$ cat src/rtl/xbus_arb_if.sv
// Bundled core, host and memory-side signals of the picoVersat data-memory bus.
// The arbiter connects through the slave modport; the surrounding system uses master.
interface xbus_arb_if #(
    parameter int DATA_W = 32,
    parameter int ADDR_W = 12
);
    logic              core_sel;
    logic              core_we;
    logic [ADDR_W-1:0] core_addr;
    logic [DATA_W-1:0] core_data_to;
    logic [DATA_W-1:0] core_data_from;
    logic              core_stall;

    logic              host_req;
    logic              host_we;
    logic [ADDR_W-1:0] host_addr;
    logic [DATA_W-1:0] host_wdata;
    logic              host_gnt;
    logic              host_ack;
    logic [DATA_W-1:0] host_rdata;

    logic              mem_sel;
    logic              mem_we;
    logic [ADDR_W-1:0] mem_addr;
    logic [DATA_W-1:0] mem_data_to;
    logic [DATA_W-1:0] mem_data_from;

    modport slave (
        input  core_sel, core_we, core_addr, core_data_to,
        output core_data_from, core_stall,
        input  host_req, host_we, host_addr, host_wdata,
        output host_gnt, host_ack, host_rdata,
        output mem_sel, mem_we, mem_addr, mem_data_to,
        input  mem_data_from
    );

    modport master (
        output core_sel, core_we, core_addr, core_data_to,
        input  core_data_from, core_stall,
        output host_req, host_we, host_addr, host_wdata,
        input  host_gnt, host_ack, host_rdata,
        input  mem_sel, mem_we, mem_addr, mem_data_to,
        output mem_data_from
    );
endinterface

$ cat src/rtl/xbus_arb.sv
// Core/host arbiter for the picoVersat data-memory bus with bounded host bursts and starvation guard.
// Optional XBUS_ARB_STATS_EN adds stall_cnt/grant_cnt statistics outputs.
module xbus_arb #(
    parameter int DATA_W     = 32,
    parameter int ADDR_W     = 12,
    parameter int MAX_BURST  = 4,
    parameter int STARVE_MAX = 8
) (
    input  logic       clk,
    input  logic       rst,
    xbus_arb_if.slave  bus
`ifdef XBUS_ARB_STATS_EN
    ,
    output logic [15:0] stall_cnt,
    output logic [15:0] grant_cnt
`endif
);
    localparam int BW = (MAX_BURST > 1) ? $clog2(MAX_BURST) : 1;
    localparam int SW = $clog2(STARVE_MAX + 1);

    typedef enum logic {
        S_CORE = 1'b0,
        S_HOST = 1'b1
    } state_t;

    state_t            state_q;
    logic [BW-1:0]     burst_cnt_q;
    logic [SW-1:0]     starve_cnt_q;
    logic              host_ack_q;
    logic [DATA_W-1:0] host_rdata_q;

    logic              starved;
    logic              burst_last;
    logic              host_win;

    logic              sel_mux;
    logic              we_mux;
    logic [ADDR_W-1:0] addr_mux;
    logic [DATA_W-1:0] wdata_mux;

    assign starved    = (starve_cnt_q == SW'(STARVE_MAX));
    assign burst_last = (burst_cnt_q == BW'(MAX_BURST - 1));
    assign host_win   = (state_q == S_CORE) & bus.host_req & (~bus.core_sel | starved);

    // A reset landing in a host cycle suppresses that access so no write escapes.
    always_comb begin
        sel_mux   = bus.core_sel;
        we_mux    = bus.core_we;
        addr_mux  = bus.core_addr;
        wdata_mux = bus.core_data_to;
        if (state_q == S_HOST) begin
            sel_mux   = bus.host_req & ~rst;
            we_mux    = bus.host_req & bus.host_we & ~rst;
            addr_mux  = bus.host_addr;
            wdata_mux = bus.host_wdata;
        end
    end

    assign bus.mem_sel        = sel_mux;
    assign bus.mem_we         = we_mux;
    assign bus.mem_addr       = addr_mux;
    assign bus.mem_data_to    = wdata_mux;
    assign bus.core_data_from = bus.mem_data_from;
    assign bus.core_stall     = bus.core_sel & (state_q == S_HOST);
    assign bus.host_gnt       = (state_q == S_HOST);
    assign bus.host_ack       = host_ack_q;
    assign bus.host_rdata     = host_rdata_q;

    always_ff @(posedge clk) begin
        if (rst) begin
            state_q      <= S_CORE;
            burst_cnt_q  <= '0;
            starve_cnt_q <= '0;
            host_ack_q   <= 1'b0;
            host_rdata_q <= '0;
        end else begin
            case (state_q)
                S_CORE: begin
                    host_ack_q <= 1'b0;
                    if (host_win) begin
                        state_q      <= S_HOST;
                        starve_cnt_q <= '0;
                        burst_cnt_q  <= '0;
                    end else if (bus.host_req) begin
                        if (!starved) begin
                            starve_cnt_q <= starve_cnt_q + SW'(1);
                        end
                    end else begin
                        starve_cnt_q <= '0;
                    end
                end
                S_HOST: begin
                    host_ack_q <= bus.host_req;
                    if (bus.host_req) begin
                        burst_cnt_q <= burst_cnt_q + BW'(1);
                        if (!bus.host_we) begin
                            host_rdata_q <= bus.mem_data_from;
                        end
                        if (burst_last) begin
                            state_q <= S_CORE;
                        end
                    end else begin
                        state_q <= S_CORE;
                    end
                end
                default: state_q <= S_CORE;
            endcase
        end
    end

`ifdef XBUS_ARB_STATS_EN
    logic [15:0] stall_cnt_q;
    logic [15:0] grant_cnt_q;

    always_ff @(posedge clk) begin
        if (rst) begin
            stall_cnt_q <= '0;
            grant_cnt_q <= '0;
        end else begin
            if (bus.core_stall && (stall_cnt_q != '1)) begin
                stall_cnt_q <= stall_cnt_q + 16'd1;
            end
            if (host_win) begin
                grant_cnt_q <= grant_cnt_q + 16'd1;
            end
        end
    end

    assign stall_cnt = stall_cnt_q;
    assign grant_cnt = grant_cnt_q;
`endif
endmodule

$ cat src/flat_wrapper.sv
// flat-port wrapper written by rule: the top's interface ports become plain ports
module xbus_arb_flat 
#(
    parameter int DATA_W     = 32,
    parameter int ADDR_W     = 12,
    parameter int MAX_BURST  = 4,
    parameter int STARVE_MAX = 8
)
  (clk, rst, bus_core_sel, bus_core_we, bus_core_addr, bus_core_data_to, bus_core_data_from, bus_core_stall, bus_host_req, bus_host_we, bus_host_addr, bus_host_wdata, bus_host_gnt, bus_host_ack, bus_host_rdata, bus_mem_sel, bus_mem_we, bus_mem_addr, bus_mem_data_to, bus_mem_data_from);
  xbus_arb_if #(.DATA_W(DATA_W), .ADDR_W(ADDR_W)) bus_i ();
  input  logic clk;
  input  logic rst;
  input wire logic [$bits(bus_i.core_sel)-1:0] bus_core_sel;
  input wire logic [$bits(bus_i.core_we)-1:0] bus_core_we;
  input wire logic [$bits(bus_i.core_addr)-1:0] bus_core_addr;
  input wire logic [$bits(bus_i.core_data_to)-1:0] bus_core_data_to;
  output wire logic [$bits(bus_i.core_data_from)-1:0] bus_core_data_from;
  output wire logic [$bits(bus_i.core_stall)-1:0] bus_core_stall;
  input wire logic [$bits(bus_i.host_req)-1:0] bus_host_req;
  input wire logic [$bits(bus_i.host_we)-1:0] bus_host_we;
  input wire logic [$bits(bus_i.host_addr)-1:0] bus_host_addr;
  input wire logic [$bits(bus_i.host_wdata)-1:0] bus_host_wdata;
  output wire logic [$bits(bus_i.host_gnt)-1:0] bus_host_gnt;
  output wire logic [$bits(bus_i.host_ack)-1:0] bus_host_ack;
  output wire logic [$bits(bus_i.host_rdata)-1:0] bus_host_rdata;
  output wire logic [$bits(bus_i.mem_sel)-1:0] bus_mem_sel;
  output wire logic [$bits(bus_i.mem_we)-1:0] bus_mem_we;
  output wire logic [$bits(bus_i.mem_addr)-1:0] bus_mem_addr;
  output wire logic [$bits(bus_i.mem_data_to)-1:0] bus_mem_data_to;
  input wire logic [$bits(bus_i.mem_data_from)-1:0] bus_mem_data_from;
  assign bus_i.core_sel = bus_core_sel;
  assign bus_i.core_we = bus_core_we;
  assign bus_i.core_addr = bus_core_addr;
  assign bus_i.core_data_to = bus_core_data_to;
  assign bus_core_data_from = bus_i.core_data_from;
  assign bus_core_stall = bus_i.core_stall;
  assign bus_i.host_req = bus_host_req;
  assign bus_i.host_we = bus_host_we;
  assign bus_i.host_addr = bus_host_addr;
  assign bus_i.host_wdata = bus_host_wdata;
  assign bus_host_gnt = bus_i.host_gnt;
  assign bus_host_ack = bus_i.host_ack;
  assign bus_host_rdata = bus_i.host_rdata;
  assign bus_mem_sel = bus_i.mem_sel;
  assign bus_mem_we = bus_i.mem_we;
  assign bus_mem_addr = bus_i.mem_addr;
  assign bus_mem_data_to = bus_i.mem_data_to;
  assign bus_i.mem_data_from = bus_mem_data_from;
  xbus_arb #(.DATA_W(DATA_W), .ADDR_W(ADDR_W), .MAX_BURST(MAX_BURST), .STARVE_MAX(STARVE_MAX)) u_core (.clk(clk), .rst(rst), .bus(bus_i));
endmodule
$ cat config.mk
export PLATFORM = sky130hd
export DESIGN_NAME = xbus_arb_flat
export DESIGN_NICKNAME = d
export VERILOG_FILES = /design/src/rtl/xbus_arb_if.sv /design/src/rtl/xbus_arb.sv /design/src/flat_wrapper.sv
export SDC_FILE = /design/constraint.sdc
export NUM_CORES = 1
export LEC_CHECK = 0
export CORE_AREA = 3 3 93 95
export CTS_BUF_LIST = sky130_fd_sc_hd__clkbuf_8 sky130_fd_sc_hd__clkbuf_16
export CTS_CLUSTER_DIAMETER = 40
export DETAILED_ROUTE_END_ITERATION = 8
export DIE_AREA = 0 0 96 98
export PLACE_DENSITY = 0.89
export SLEW_MARGIN = 30
export SYNTH_ARGS = -nofsm -noshare
export SYNTH_HDL_FRONTEND = slang
export SYNTH_SLANG_ARGS = --single-unit
$ cat constraint.sdc
create_clock -name clk -period 2.8 [get_ports clk]
set_input_delay 0.56 -clock clk [delete_from_list [all_inputs] [get_ports clk]]
set_output_delay 0.56 -clock clk [all_outputs]
set_load 0.02 [all_outputs]
Yosys cells after proc, flatten, opt, wreduce, memory -nomap -nowiden
Index checks and enable logic that the tools add are counted.
{ "op_classes": {"reduce_logical": 3, "muxes": 15, "bitwise": 11, "eq_ne": 5, "add_sub_neg": 2} }
{ "op_table": {"columns": ["operator", "count"], "rows": [
  ["32-bit 2-to-1 mux", 1],
  ["12-bit 2-to-1 mux", 1],
  ["4-bit 2-to-1 mux", 3],
  ["1-bit AND", 6],
  ["1-bit 2-to-1 mux", 5],
  ["4-bit by 1-bit adder with 4-bit output (second input constant)", 1],
  ["4-bit == test (second input constant)", 1],
  ["2-bit 2-to-1 mux", 2],
  ["1-bit inverter", 4],
  ["1-bit one-hot mux with 2 select lines", 2],
  ["2-bit one-hot mux with 2 select lines", 1],
  ["2-bit AND reduction", 2],
  ["3-bit != test (second input constant)", 1],
  ["3-bit AND reduction", 1],
  ["2-bit by 1-bit adder with 2-bit output (second input constant)", 1],
  ["2-bit == test (second input constant)", 1],
  ["2-bit by 1-bit != test with 1-bit output (second input constant)", 1],
  ["2-bit != test (second input constant)", 1],
  ["1-bit bitwise OR", 1]
]} }
{ "word_totals": {"inputBits": 126, "regBits": 40, "out_inout_bits": 113} }

Longest topological paths before layout
Gate-level depths: netlist (run 1).
{ "logic_depth": {"depth_word": 5, "ltp_mapped": 6, "depth_no_buf": 5} }

Least setup slack after synthesis (run 1)
OpenSTA, ideal clock, no wires.
{ "synth_path": {"kind": "flip-flop to output port", "from": "register u_core.state_q, in the netlist u_core.bus.host_gnt", "to": "output bus_mem_addr[10]", "t_arrival_ns": 1.253, "slack_ns": 0.987, "required_time_ns": 2.240, "path_stages_with_launch": 4, "n_path_buf": 2, "path_cell_list": "dfxtp_1 buf_2 buf_2 mux2_2"} }
{ "synth_via": {"elab_chain_len": 1} }
{ "synth_rtl": {"columns": ["item", "line", "text"], "rows": [
  ["start: declaration", "xbus_arb.sv:26", "state_t state_q;"],
  ["start signal: assignment", "xbus_arb.sv:71", "state_q <= S_CORE;"],
  ["start signal: assignment", "xbus_arb.sv:81", "state_q <= S_HOST;"],
  ["start signal: assignment", "xbus_arb.sv:100", "state_q <= S_CORE;"],
  ["12-bit 2-to-1 mux", "xbus_arb.sv:51", "if (state_q == S_HOST) begin"],
  ["end: declaration", "flat_wrapper.sv:28", "output wire logic [$bits(bus_i.mem_addr)-1:0] bus_mem_addr;"]
]} }
No other way between the ends.

Final worst setup path (run 1)
{ "layout_path": {"from": "input bus_host_req", "to": "output bus_mem_we"} }
{ "layout_via": {"elab_chain_len": 3} }
{ "layout_rtl": {"columns": ["item", "line", "text"], "rows": [
  ["start: declaration", "flat_wrapper.sv:19", "input wire logic [$bits(bus_i.host_req)-1:0] bus_host_req;"],
  ["1-bit AND (2 in series)", "xbus_arb.sv:53", "we_mux = bus.host_req & bus.host_we & ~rst;"],
  ["1-bit 2-to-1 mux", "xbus_arb.sv:51", null],
  ["end: declaration", "flat_wrapper.sv:27", "output wire logic [$bits(bus_i.mem_we)-1:0] bus_mem_we;"]
]} }
No other way between the ends.

==> results of run 1 <==
## report_power, final
group / switching [mW] / leakage, nW / total [mW] / internal (mW)
Clock: 0.182 / 0.0645 / 0.496 / 0.314
Combinational: 0.229 / 1.27 / 0.575 / 0.345
Sequential: 0.00531 / 0.324 / 0.584 / 0.578
Total: 0.416 / 1.66 / 1.65 / 1.24
## cell type report
class,count,area (sq um)
inverter,6,22.5
sequential,40,802
fill,664,3170
clock inverter,1,30.0
multi-input combinational,172,1120
timing repair buffer,244,2440
clock buffer,7,96.3
tap,102,128
## cell usage in the layout (no fill, tap or decap), drive strengths merged, types with 2 or more instances in the layout
master         synthesis  final
clkdlybuf4s50          0    238
nand2                 67     67
mux2                  44     44
dfxtp                 40     40
a21oi                 35     35
clkbuf                 3      7
inv                    6      6
buf                   46      6
ha                     3      3
and3b                  3      3
nor2                   2      2
o21ai                  2      2
nand3b                 2      2
nand3                  2      2
## worst reg2reg max path: stages (launching register included)
cell      delay [ns]
dfxtp_1         0.34
inv_1           0.09
ha_1            0.16
nand3b_1        0.19
a31o_2          0.32
a32o_1          0.25
## registers in the layout, summed over array words and instances, names as in the netlist
signal	cells
u_core.starve_cnt_q	4
u_core.burst_cnt_q	2
u_core.bus.host_gnt	1
u_core.bus.host_rdata	32
u_core.bus.host_ack	1
## routing by layer
layer | vias to the layer above | GRT usage, % | share of wire, %
li1 | 1267 | - | -
met3 | 17 | 8.01 | 12
met1 | 1175 | 16.2 | 30
met4 | 0 | 5.58 | 2.3
met2 | 148 | 36.5 | 56
met5 | - | 0 | 0
## stage by stage
step                      instances  worst slack (ns)  power [mW]  instance area [sq um]  hold slack [ns]
after floorplan                 267             0.987       0.840                   2280            0.462
after global placement          564             0.237        1.17                   4520            0.442
after detailed placement        564             0.221        1.17                   4520            0.447
after CTS                       572             0.211        1.68                   4640            0.458
after global routing            572             0.139        1.73                   4640            0.478
final                           572             0.214        1.65                   4640            0.458
## path summary, 6_finish.rpt
kind,from,to,slack [ns],cells after the start
max,bus_host_req,bus_mem_we,0.21,5
min,u_core.bus.host_rdata[15],u_core.bus.host_rdata[15],0.46,2
max reg2reg,u_core.starve_cnt_q[0],u_core.burst_cnt_q[1],1.36,5
min reg2reg,u_core.bus.host_rdata[15],u_core.bus.host_rdata[15],0.46,2
## kinds of logic after synthesis
kind of cell	Yosys count
muxes	44
buffers and inverters	55
AOI/OAI and AO/OA	44
and+or+nand+nor	81
adders and majority gates	3
DFF	40
==> results.py, run 1 <==
metrics = {
    "routing": {
        "wl_mm": 8.92,
        "drt-initial-drc-count": 39,
        "final_antenna_net_count": 0,
        "via_per_inst": 4.56,
        "via_count": 2607,
        "drt_first_pass_iters": 4,
        "drcViolationCount": 0,
        "avgRoutedWirePerCell_um": 15.6,
    },
    "clocking": {
        "clk_latency_ns": 0.28,
        "cts_hold_buf": 0,
        "cts_buffers": 5,
        "clkTransAtPathRegs_ns": 0.07,
        "cts_buffer_depth": 2,
        "cts_setup_buffers": 0,
        "cts_tree": "built",
        "ctsResizeCount": 0,
        "cts_root_buf": "clkbuf_8",
        "h-tree-depth": 2,
        "cts.sinks": 40,
    },
    "worst_setup_path": {
        "cp_max_fo": 3,
        "slowest_stage": "clkdlybuf4s50_1",
        "crit_path_start_kind": "primary input",
        "cp.required_ns": 2.24,
        "cp_num_buf_inv": 2,
        "cp_common_cell": "clkdlybuf4s50_1",
        "crit_path_end_kind": "output port",
        "max_stage_delay_ns": 0.60,
        "crit_path_cell_trace": "clkdlybuf4s50_1, nand2_1, nor2_1, a22o_1, clkdlybuf4s50_1",
        "arrival_ns": 2.03,
        "cp_top_family": "buffers and inverters",
        "crit_type": "in2out",
    },
    "synthesis": {
        "synth_edf_count": 0,
        "synth_most_common_cell": "nand2_1",
        "ys_seq_area_share_pct": 35.2,
        "syn-cell-area_sq_mm": 0.00228,
        "synth_top_area_cell": "dfxtp_1",
        "yosys-top-cells-area": "dfxtp_1, mux2_2, buf_4",
        "synth.top_cell.area_share_pct": 35.2,
        "ys_ff_latch": 40,
        "async_flop_share_pct": 0,
        "syn_inst": 267,
        "synth_compound_area_share_pct": 10.7,
        "synthXorXnorAreaFrac_pct": 0,
        "syn_avg_cell_area_sq_um": 8.52,
        "muxShareOfSynthArea_pct": 21.8,
        "yosys-top-cells-count": "nand2_1, mux2_2, dfxtp_1",
        "synthSimpleGateAreaFrac_pct": 15.3,
        "synth_top_family_by_area": "multiplexers",
        "netlist-cell-type-count": 28,
        "synthAdderAreaFrac_pct": 1.65,
        "ys_warn_count": 0,
        "syn_nets": 396,
        "synthFlopType": "dfxtp_1",
    },
    "layout": {
        "nNetsFinal": 598,
        "n_antenna_cell": 0,
        "syn2layout_area_growth_pct": 104,
        "drive_gt1_share_pct": 13.4,
        "post-route-util_pct": 59.5,
    },
    "global_routing": {
        "grt_pass1_wl_mm": 13.6,
        "grt_max_degree": 58,
        "track_usage_pct": 18.5,
        "antenna_found_initial": 0,
        "grt_overflow_total": 0,
        "grt_pass1_vias": 2770,
    },
    "timing": {
        "fmax_mhz": 387,
        "fin_worst_skew_ns": 0.00428,
        "hold_violations": 0,
        "grt_setup_unrepaired": "no",
        "worstMarginPinSlew_ns": 0.384,
        "maxSlewHeadroom_pct": 74.4,
        "period_needed_ns": 2.59,
        "setup_viol": 0,
        "tns_ns": 0,
        "slew_viol_final": 0,
        "fin_crit_sh_pct": 92.4,
    },
    "die": {
        "io_pins": 239,
        "die_x_um": 96,
        "dieArea_sq_mm": 0.00941,
        "die_height_um": 98,
        "core_sq_mm": 0.00781,
        "num_rows": 32,
        "start_util_pct": 29.2,
    },
    "place": {
        "routabilityCongestion": 0.766,
        "portBuffers": 238,
        "dp_hpwl_mm": 7.67,
    },
    "job": {
        "drv_cap": 0,
    },
    "pwr": {
        "p_leak_nw": 1.66,
        "ir_drop_mv": 0.178,
        "power.density_mw_per_mm2": 356,
    },
    "outcome": {
        "outcome": "completed",
    },
    "worst_hold_path": {
        "hold_class": "reg2reg",
    },
}
Note: power is estimated with default switching activity, not from simulation.
==> run 2, diff against run 1 <==
==> constraint.sdc (replaced) <==
create_clock -name clk -period 3.3 [get_ports clk]
set_input_delay 0.66 -clock clk [delete_from_list [all_inputs] [get_ports clk]]
set_output_delay 0.66 -clock clk [all_outputs]
set_load 0.02 [all_outputs]
==> results.py, run 2 (synthesis gave the netlist of run 1 again) <==
metrics = {
    "timing": {
        "fin_worst_skew_ns": 0.00458,
        "setup_viol": 0,
        "hold_violations": 0,
        "worstMarginPinSlew_ns": 0.395,
        "tns_ns": 0,
        "maxSlewHeadroom_pct": 73.7,
        "fmax_mhz": 344,
        "grt_setup_unrepaired": "no",
        "fin_crit_sh_pct": 88.0,
        "fin_ws_ns": 0.395,
        "slew_viol_final": 0,
        "period_needed_ns": 2.90,
        "hold_ws_ns": 0.455,
    },
    "clocking": {
        "ctsResizeCount": 0,
        "cts.sinks": 40,
        "cts_setup_buffers": 0,
        "h-tree-depth": 2,
        "cts_buffers": 5,
        "cts_hold_buf": 0,
        "clk_latency_ns": 0.28,
        "cts_buffer_depth": 2,
        "cts_root_buf": "clkbuf_8",
        "cts_tree": "built",
        "clkTransAtPathRegs_ns": 0.08,
    },
    "layout": {
        "syn2layout_area_growth_pct": 103,
        "multiInputGateArea_sq_mm": 0.00112,
        "largest_reg_flops": 32,
        "layout_commonest_cell": "clkdlybuf4s50_1",
        "drive_gt1_share_pct": 13.2,
        "stdcell_count": 571,
        "nNetsFinal": 597,
        "fillers": 692,
        "layout_common_cells": "clkdlybuf4s50_1, nand2_1, mux2_2",
        "regArea_sq_um": 802,
        "n_antenna_cell": 0,
    },
    "worst_hold_path": {
        "min_from": "u_core.bus.host_rdata[5]",
        "hold_class": "reg2reg",
    },
    "worst_setup_path": {
        "cp.required_ns": 2.64,
        "reg2reg_slack_ns": 1.71,
        "max_stage_delay_ns": 0.60,
        "endpoint": "bus_mem_we",
        "slowest_stage": "clkdlybuf4s50_1",
        "crit_type": "in2out",
        "worstSetupPathDepth": 5,
        "cp_top_family": "buffers and inverters",
        "cp_common_cell": "clkdlybuf4s50_1",
        "cp_max_fo": 6,
        "cp-startpoint": "bus_host_req",
        "r2r-start": "u_core.bus.host_gnt",
        "rr_worst_depth": 5,
        "cp_num_buf_inv": 2,
        "crit_path_cell_trace": "clkdlybuf4s50_1, nand2_1, nor2_1, a22o_1, clkdlybuf4s50_1",
        "timing.rr.end": "u_core.bus.host_rdata[27]",
        "arrival_ns": 2.24,
        "crit_path_start_kind": "primary input",
        "crit_path_end_kind": "output port",
    },
    "place": {
        "dp_slack_ns": 0.387,
        "post-place-cells": 563,
        "portBuffers": 238,
        "dp_hpwl_mm": 7.91,
        "routabilityCongestion": 0.785,
    },
    "global_routing": {
        "grt_pass1_wl_mm": 14.0,
        "grt_overflow_total": 0,
        "grt_pass1_vias": 2770,
        "grt_max_degree": 39,
        "track_usage_pct": 19.1,
        "antenna_found_initial": 0,
    },
    "routing": {
        "final_antenna_net_count": 0,
        "via_count": 2637,
        "drcViolationCount": 0,
        "drt_first_pass_iters": 4,
        "drt-initial-drc-count": 105,
        "avgRoutedWirePerCell_um": 16.1,
        "via_per_inst": 4.62,
        "wl_mm": 9.19,
    },
    "outcome": {
        "outcome": "completed",
    },
    "die": {
        "die_x_um": 96,
        "start_util_pct": 29.2,
        "io_pins": 239,
        "num_rows": 32,
        "core_sq_mm": 0.00781,
        "die_height_um": 98,
        "dieArea_sq_mm": 0.00941,
    },
    "job": {
        "drv_cap": 0,
    },
    "pwr": {
        "p_leak_nw": 1.65,
        "power.density_mw_per_mm2": 305,
        "power.total_mw": 1.41,
        "ir_drop_mv": 0.143,
    },
}
run 2: how the worst min path moves through the flow:
stage	to	slack [ns]	cells after the start
after floorplan	u_core.starve_cnt_q[0]	0.46	2
after global placement	u_core.bus.host_rdata[6]	0.44	2
after detailed placement	u_core.bus.host_rdata[20]	0.45	2
after CTS	u_core.bus.host_rdata[20]	0.46	2
after global routing	u_core.bus.host_rdata[31]	0.47	2
final	u_core.bus.host_rdata[5]	0.45	2
run 2: final cells by class:
class / count / share of cell area (%)
Multi-Input combinational cell: 172 / 24.3
Inverter: 6 / 0.487
Tap cell: 102 / 2.76
Sequential cell: 40 / 17.4
Timing Repair Buffer: 243 / 52.4
Clock inverter: 1 / 0.650
Clock buffer: 7 / 2.08
run 2: worst register-to-register path, stage by stage, from the launching register on:
cell	delay [ns]
dfxtp_2	0.35
buf_4	0.36
and3b_1	0.22
buf_4	0.32
nand2_1	0.14
a21oi_1	0.13
run 2: stage by stage:
stage          util, %  cell area, sq um
6_report          59.2              4620
5_1_grt           59.2              4620
3_5_place_dp      57.6              4500
3_3_place_gp      57.6              4500
4_1_cts           59.2              4620
2_1_floorplan        -              2280
run 2: power by group:
part	switching [mW]	total (mW)	leakage, nW	internal, mW
combinational	0.195	0.486	1.26	0.291
sequential	0.00471	0.495	0.324	0.490
clock	0.163	0.430	0.0645	0.267
run 2: routing by layer:
metal  part of all wire [%]  GRT usage [%]
met3                     11           7.09
met2                     56           37.2
met4                    3.4           7.88
met5                      0              0
met1                     30           16.9
